File: src/rtl/corelet_ctrl.sv
// corelet_ctrl: sequences one corelet pass (kernel load, pipeline gap, execute, psum writeback).
// Latency: xmem read issued in cycle t -> inst_w at t+1; OFIFO pop in cycle t -> pmem write at t+1.
// Backpressure: l0_full stalls xmem issue (rd_cnt holds); OFIFO pops only while ofifo_valid is high.
//
// Ports:
//   clk, reset            clock, synchronous active-high reset
//   start                 pulse to begin a pass; accepted only in IDLE
//   w_base/act_base       xmem base addresses for weights / activations (latched on start)
//   out_base              pmem base address for outputs (latched on start)
//   num_act               activation vectors to stream, 0 allowed (latched on start)
//   l0_full, ofifo_valid  corelet flow-control status
//   xmem_*                activation SRAM read port (active-low enables)
//   inst_w                corelet instruction: 01 kernel load, 10 execute, 00 idle
//   ofifo_rd              OFIFO pop
//   pmem_*                psum SRAM write port (active-low enables)
//   busy, done            pass status
module corelet_ctrl #(
  parameter int row     = 8,
  parameter int col     = 8,
  parameter int addr_bw = 11,
  parameter int gap     = 16
) (
  input  logic               clk,
  input  logic               reset,
  input  logic               start,
  input  logic [addr_bw-1:0] w_base,
  input  logic [addr_bw-1:0] act_base,
  input  logic [addr_bw-1:0] out_base,
  input  logic [addr_bw-1:0] num_act,
  input  logic               l0_full,
  input  logic               ofifo_valid,
  output logic               xmem_cen,
  output logic               xmem_wen,
  output logic [addr_bw-1:0] xmem_addr,
  output logic [1:0]         inst_w,
  output logic               ofifo_rd,
  output logic               pmem_cen,
  output logic               pmem_wen,
  output logic [addr_bw-1:0] pmem_addr,
  output logic               busy,
  output logic               done
);

  // The gap must cover the array fill depth; a too-small setting is raised to row+col.
  localparam int GAP_CYC = (gap < row + col) ? (row + col) : gap;
  localparam int GAP_W   = $clog2(GAP_CYC + 1);

  localparam logic [1:0] INST_IDLE = 2'b00;
  localparam logic [1:0] INST_LOAD = 2'b01;
  localparam logic [1:0] INST_EXEC = 2'b10;

  typedef enum logic [2:0] {
    IDLE, W_LOAD, W_GAP, EXEC, WAIT_OUT, DONE_ST
  } state_t;

  state_t state, state_nxt;

  logic [addr_bw-1:0] w_base_q, act_base_q, out_base_q, num_act_q;
  logic [addr_bw-1:0] rd_cnt, wr_cnt;
  logic [GAP_W-1:0]   gap_cnt;
  logic               issue;
  logic               pmem_wr_q;

  // State register
  always_ff @(posedge clk) begin
    if (reset) state <= IDLE;
    else       state <= state_nxt;
  end

  // Next-state logic
  always_comb begin
    state_nxt = state;
    case (state)
      IDLE:     if (start) state_nxt = W_LOAD;
      W_LOAD:   if (issue && rd_cnt == addr_bw'(col - 1)) state_nxt = W_GAP;
      W_GAP:    if (gap_cnt == GAP_W'(GAP_CYC - 1))
                  state_nxt = (num_act_q == '0) ? WAIT_OUT : EXEC;
      EXEC:     if (issue && rd_cnt == num_act_q - 1'b1) state_nxt = WAIT_OUT;
      // wr_cnt advances in the same cycle the final pmem write is presented,
      // so reaching num_act here means that write is already on the port.
      WAIT_OUT: if (wr_cnt == num_act_q) state_nxt = DONE_ST;
      DONE_ST:  state_nxt = IDLE;
      default:  state_nxt = IDLE;
    endcase
  end

  // Output / strobe logic
  always_comb begin
    issue     = 1'b0;
    xmem_cen  = 1'b1;
    xmem_addr = '0;
    ofifo_rd  = 1'b0;
    busy      = 1'b0;
    done      = 1'b0;
    case (state)
      W_LOAD: begin
        busy      = 1'b1;
        issue     = !l0_full;
        xmem_cen  = l0_full;
        // Address stays on the current count while stalled.
        xmem_addr = w_base_q + rd_cnt;
      end
      W_GAP: busy = 1'b1;
      EXEC: begin
        busy      = 1'b1;
        issue     = !l0_full;
        xmem_cen  = l0_full;
        xmem_addr = act_base_q + rd_cnt;
        ofifo_rd  = ofifo_valid && (wr_cnt < num_act_q);
      end
      WAIT_OUT: begin
        busy     = 1'b1;
        ofifo_rd = ofifo_valid && (wr_cnt < num_act_q);
      end
      DONE_ST: done = 1'b1;
      default: ;
    endcase
  end

  assign xmem_wen = 1'b1;
  assign pmem_cen = !pmem_wr_q;
  assign pmem_wen = !pmem_wr_q;

  // Counters, latched parameters and registered strobes
  always_ff @(posedge clk) begin
    if (reset) begin
      w_base_q   <= '0;
      act_base_q <= '0;
      out_base_q <= '0;
      num_act_q  <= '0;
      rd_cnt     <= '0;
      wr_cnt     <= '0;
      gap_cnt    <= '0;
      inst_w     <= INST_IDLE;
      pmem_wr_q  <= 1'b0;
      pmem_addr  <= '0;
    end else begin
      if (state == IDLE && start) begin
        w_base_q   <= w_base;
        act_base_q <= act_base;
        out_base_q <= out_base;
        num_act_q  <= num_act;
      end

      // rd_cnt restarts at each phase change so W_LOAD and EXEC both count from 0.
      if (state != state_nxt) rd_cnt <= '0;
      else if (issue)         rd_cnt <= rd_cnt + 1'b1;

      if (state == W_GAP) gap_cnt <= gap_cnt + 1'b1;
      else                gap_cnt <= '0;

      if (state == IDLE)  wr_cnt <= '0;
      else if (ofifo_rd)  wr_cnt <= wr_cnt + 1'b1;

      // inst_w lines up with the 1-cycle xmem read data.
      if (issue) inst_w <= (state == W_LOAD) ? INST_LOAD : INST_EXEC;
      else       inst_w <= INST_IDLE;

      pmem_wr_q <= ofifo_rd;
      pmem_addr <= ofifo_rd ? (out_base_q + wr_cnt) : '0;
    end
  end

endmodule

File: config.mk
export PLATFORM = sky130hd
export DESIGN_NAME = corelet_ctrl
export DESIGN_NICKNAME = d
export VERILOG_FILES = /design/src/rtl/corelet_ctrl.sv
export SDC_FILE = /design/constraint.sdc
export NUM_CORES = 1
export LEC_CHECK = 0
export ABC_CLOCK_PERIOD_IN_PS = 3500
export BUFFER_PORTS_ARGS = -buffer_cell sky130_fd_sc_hd__clkbuf_2
export CAP_MARGIN = 25
export CORE_ASPECT_RATIO = 1.1
export CORE_MARGIN = 4
export CORE_UTILIZATION = 40
export CTS_BUF_LIST = sky130_fd_sc_hd__clkbuf_8
export DETAILED_ROUTE_END_ITERATION = 6
export GPL_TIMING_DRIVEN = 0
export PLACE_DENSITY = 0.61
export RECOVER_POWER = 100
export SYNTH_ARGS = -nofsm -noshare
export SYNTH_HDL_FRONTEND = slang
export SYNTH_SLANG_ARGS = --single-unit
export TNS_END_PERCENT = 10
File: constraint.sdc
create_clock -name clk -period 3.5 [get_ports clk]
set_clock_uncertainty 0.15 [all_clocks]
set_input_delay 0.7 -clock clk [delete_from_list [all_inputs] [get_ports clk]]
set_output_delay 0.7 -clock clk [all_outputs]
set_load 0.03 [all_outputs]
Word level (Yosys, flattened, before mapping)
Cells that the tools add are included.
- bits in registers: 88
- input port bits: 49
- output and inout port bits: 31
- word-level logic and storage cells: 62
- add/subtract/negate cells: 7
- $lt $le $gt $ge: 1
- eq/ne operators: 10
- muxes and demuxes: 14
- bitwise logic cells: 3
- reduce and logical (&&, ||, !) cells: 16
- operators by type and width (cell ; number):
    11-bit adder ; 3
    11-bit by 1-bit adder with 11-bit output, second input constant ; 2
    11-bit equality test ; 2
    11-bit case mux with 2 select lines ; 1
    3-bit two-way mux ; 6
    3-bit case mux with 5 select lines ; 1
    2-bit OR reduction ; 7
    11-bit by 3-bit equality test with 1-bit output, second input constant ; 1
    11-bit logical NOT ; 1
    11-bit less-than comparator ; 1
    11-bit by 1-bit subtractor with 11-bit output, second input constant ; 1
    3-bit by 2-bit equality test with 1-bit output, second input constant ; 2
    3-bit equality test, second input constant ; 2
    5-bit by 1-bit adder with 5-bit output, second input constant ; 1
    5-bit by 4-bit equality test with 1-bit output, second input constant ; 1
    1-bit two-way mux ; 5
    1-bit logical AND ; 4
    4-bit OR reduction ; 1
    3-bit by 1-bit equality test with 1-bit output, second input constant ; 1
    3-bit logical NOT ; 1
    3-bit != test ; 1
    1-bit NOT ; 3
    1-bit logical NOT ; 2
    2-bit two-way mux ; 1

Longest topological paths before layout
- depth in word-level cells: 8
- depth in mapped cells: 16
- mapped depth without buffers: 14

Least setup slack after synthesis
Ideal clock, no wire load.
- path type: register to output
- from: register state[0]
- to: output xmem_addr[10]
- data arrival time: 3133 ps
- data required time: 2650 ps
- path slack: -483 ps
- cell stages (with the launch flop): 17
- path through: dfxtp_1 -> buf_2 -> inv_2 -> nor2_1 -> nand2_1 -> buf_1 -> mux2_2 -> ha_1 -> inv_1 -> fa_1 -> nor2b_1 -> o21a_1 -> o21ai_0 -> a21oi_1 -> o21ai_0 -> xnor2_1 -> nor2_1
- cells in the longest elaborated chain, start to end: 2
- elaborated cells between the ends (all ways): 3
- those cells by class: 2 x eq/ne; 1 x mux
- ends and longest elaborated chain (element ; RTL line ; text):
    from (decl) ; 56 ; state_t state, state_nxt;
    from (signal assigned) ; 67 ; else state <= state_nxt;
    3-bit by 2-bit equality test with 1-bit output / 3-bit by 1-bit equality test with 1-bit output (equally long branches) ; 95 ; case (state)
    11-bit case mux with 2 select lines * ; 95 ;
    to (decl) ; 34 ; output logic [addr_bw-1:0] xmem_addr,
Every way passes the cells marked *; elsewhere a longest branch is shown, timed or not.

Worst setup path after layout
- from: register state[0]
- to: output xmem_addr[8]
The elaborated chain is that of the path after synthesis.

==> results.yml <==
logic_synthesis:
  mux_contribution_to_synthesized_area_pct: 3.068
  post_synth_most_frequent_cells: "sky130_fd_sc_hd__nand2_1, sky130_fd_sc_hd__dfxtp_1, sky130_fd_sc_hd__a21oi_1"
  synth_sequential_area_ratio_pct: 35.41
  yosys.area.top_type_share_pct: 35.41
  synth.area.top_cells: "sky130_fd_sc_hd__dfxtp_1, sky130_fd_sc_hd__ha_1, sky130_fd_sc_hd__nand2_1, sky130_fd_sc_hd__a21oi_1, sky130_fd_sc_hd__xnor2_1"
  synth.cell_area_sq_mm: 0.004975
  ys_types: 60
  synth_simple_gate_area_share_pct: 25.10
  synth_xor_area_share_pct: 6.690
  post_synth_fa_ha_maj_area_fraction_pct: 9.859
  synth_compound_area_share_pct: 14.69
  yosys_most_used_dff: "sky130_fd_sc_hd__dfxtp_1"
  postSynthCellCount: 622
  largest_family_of_logic_cells_by_synthesized_area: "simple AND/OR/NAND/NOR gates"
  synthesis.nets: 709
  synth_async_sr_flop_share_pct: 0
  synth-seq-cells: 88
  ys.warnings.count: 0
  synth_top_cell_by_area: "sky130_fd_sc_hd__dfxtp_1"
  synthesis.area_per_instance_sq_um: 7.998
  synth-edff-count: 0
  post-synth-top-count-cell: "sky130_fd_sc_hd__nand2_1"
sta:
  post-route-period-util_pct: 109.5
  finalHoldViolations: 0
  setup_repair_after_global_routing_missed_its_margin: "yes"
  worst_max_slew_margin_expressed_relative_to_the_limit_pct: 54.94
  final-max-slew-violation-count: 0
  final_worst_hold_slack_ns: 0.3005
  max_freq_ghz: 0.2610
  final.setup.worst_slack_ns: -0.3320
  final.min_clock_period_ns: 3.832
  final-setup-viol-count: 7
  slew_of_the_pin_with_the_lowest_slew_margin_ns: 0.6759
cts:
  clk_pin_slew_worst_paths_ns: 0.09
  numCtsBuffers: 9
  clock_net_sink_count: 88
  htreeDepth: 3
  max-clock-path-buffers: 2
  cts_hold_buf: 0
  tritoncts: "yes"
  clk-insertion-delay-late_ns: 0.38
  root_buffer_cell: "sky130_fd_sc_hd__clkbuf_8"
worst_setup_path:
  critPathArrivalTime_ns: 2.98
  slowest_stage: "sky130_fd_sc_hd__dfxtp_4"
  worst_path_largest_cell_delay_ns: 0.37
  critical_path_source_type: "register"
  worstPathMaxFanout: 5
  r2r_setup_slack_ns: 0.25
  worst_setup_path_category: "register to primary output"
  timing.critical_path.buf_inv: 3
  worst_path_required_ns: 2.65
  crit_path_frequent_cell: "sky130_fd_sc_hd__nor2_4"
  timing.critical_path.cells: "inv_4, nor2_4, nand2_8, mux2_4, ha_4, inv_2, fa_2, nor2b_2, o21a_1, o21ai_2, a21oi_2, o22ai_1, xor2_1, nor2_4, buf_8"
  critical_path_end_type: "primary output"
  critical-path-top-delay-family: "compound AO/OA/AOI/OAI gates"
drt:
  route.detailed.wl_per_inst_um: 14.52
  detail-route-antenna-nets: 0
  via_cell_ratio: 5.140
  routed_wirelength_um: 12720
  drt_pre_antenna_iters: 5
  total_via_count_after_detailed_routing: 4503
  drt_drc_violations_left: 0
  drt_first_iter_violations: 243
cells_and_area:
  post_route_cells_drive_above_1_share_pct: 18.98
  insertedDiodeCount: 0
  layout.filler_cells: 1248
  post-route-util_pct: 48.85
  area_added_between_synthesis_and_finish_pct: 18.69
  finish.net_count: 806
hold_path:
  class_of_the_most_critical_hold_timing_path: "register to register"
pwr:
  internal_power_mw: 1.481
  ir_drop_mv: 0.2765
  p_leak_nw: 2.417
  sw_frac_of_total_pct: 27.91
  seq_power_share_pct: 51.8
  comb_power_share_pct: 15.1
  switching_power_mw: 0.5733
  power.share.clock_pct: 33.2
  power-per-cell-area_mw_per_mm2: 347.9
global_route:
  gr-total-overflow: 0
  number_of_global_route_vias_before_repair: 4386
  grt_start_max_net_pins: 14
  gr_usage_total_pct: 18.20
  antenna_found_initial: 0
  global_route_wire_length_before_repair_um: 20940
placed_design:
  portBuffers: 77
  place.detailed.hpwl_um: 9858
  gpl.final_weighted_congestion: 0.8659
floorplanning:
  placement_rows: 42
  fp.dieW_um: 114.3
  die_area_sq_mm: 0.01429
  die_h_um: 125.0
  io-pin-count: 80
  start_util_pct: 41.16
  core_sq_mm: 0.01209
run:
  max_cap_violations: 0
status:
  violations_in_the_final_reports: "setup timing"
  outcome: "complete, but fails checks"
[placed cells by master (no fill, tap or decap), types with 15 or more instances in the layout]
cell                       count
sky130_fd_sc_hd__xnor2_1      19
sky130_fd_sc_hd__nand2_1     118
sky130_fd_sc_hd__xor2_1       19
sky130_fd_sc_hd__ha_1         35
sky130_fd_sc_hd__a21oi_1      64
sky130_fd_sc_hd__nor2_1       38
sky130_fd_sc_hd__dfxtp_1      86
sky130_fd_sc_hd__nor3_1       15
sky130_fd_sc_hd__clkbuf_1     41
sky130_fd_sc_hd__inv_1        32
sky130_fd_sc_hd__clkbuf_2     50
[timing repair]
action	4_1_cts	5_1_grt
gates resized for setup	27	9
buffers inserted	8	3
pin swaps	9	12
setup endpoints to repair	10	7
[cell type report]
class / instances / area (sq um) / share of cell area [%]
flip-flops and latches: 88 / 1767 / 29.92
well taps: 154 / 192.7 / 3.263
repair buffers: 88 / 494.2 / 8.370
plain buffers: 25 / 110.1 / 1.865
inverters: 34 / 130.1 / 2.204
clock buffers: 9 / 123.9 / 2.098
multi-input cells: 473 / 3035 / 51.41
clock inverters: 5 / 51.30 / 0.8688
[final timing paths]
| check | depth (start not counted) | from | endpoint |
|---|---|---|---|
| max | 15 | state[0] | xmem_addr[8] |
| min | 1 | gap_cnt[0] | gap_cnt[0] |
| max reg2reg | 9 | num_act_q[0] | rd_cnt[4] |
| min reg2reg | 1 | gap_cnt[0] | gap_cnt[0] |
[per-layer routing]
layer | vias up | global-route usage [%] | share of wire (%)
li1 | 2315 | - | -
met1 | 2081 | 22.15 | 44
met2 | 84 | 30.84 | 50
met3 | 23 | 3.577 | 4.0
met4 | 0 | 8.106 | 2.7
met5 | - | 0 | 0
[flip-flops by register name, indices dropped and copies added (netlist names)]
name        cells
state           3
act_base_q     11
num_act_q      11
inst_w          2
w_base_q       11
pmem_wr_q       1
wr_cnt         11
gap_cnt         5
rd_cnt         11
out_base_q     11
pmem_addr      11
[stage by stage]
step	setup WS (ns)	instance area, sq um	TNS, ns	std cells	power (mW)
after floorplan	-0.05406	5027	-0.1438	622	1.300
after global placement	-0.4167	5605	-2.161	853	1.386
after detailed placement	-0.4992	5605	-2.448	853	1.395
after CTS	-0.4229	5937	-2.034	874	2.092
after global routing	-0.4766	5904	-3.192	876	2.163
final	-0.3320	5904	-1.753	876	2.054
[kinds of logic (layout without fill, tap and decap cells)]
family | after synthesis | count (layout)
compound gates | 120 | 120
mux | 14 | 14
buf+inv | 61 | 161
other cells | 1 | 1
xor+xnor | 38 | 38
fa+ha+maj | 38 | 38
flops | 88 | 88
simple gates | 262 | 262
[power groups by stage]
stage | clock network, mW | registers, mW | logic, mW
final | 0.681 | 1.06 | 0.309
after global routing | 0.745 | 1.07 | 0.350
after CTS | 0.707 | 1.06 | 0.321
after detailed placement | 0 | 1.09 | 0.308
after global placement | 0 | 1.09 | 0.300
after floorplan | 0 | 1.08 | 0.223
Note: power is estimated with default switching activity, not from simulation.
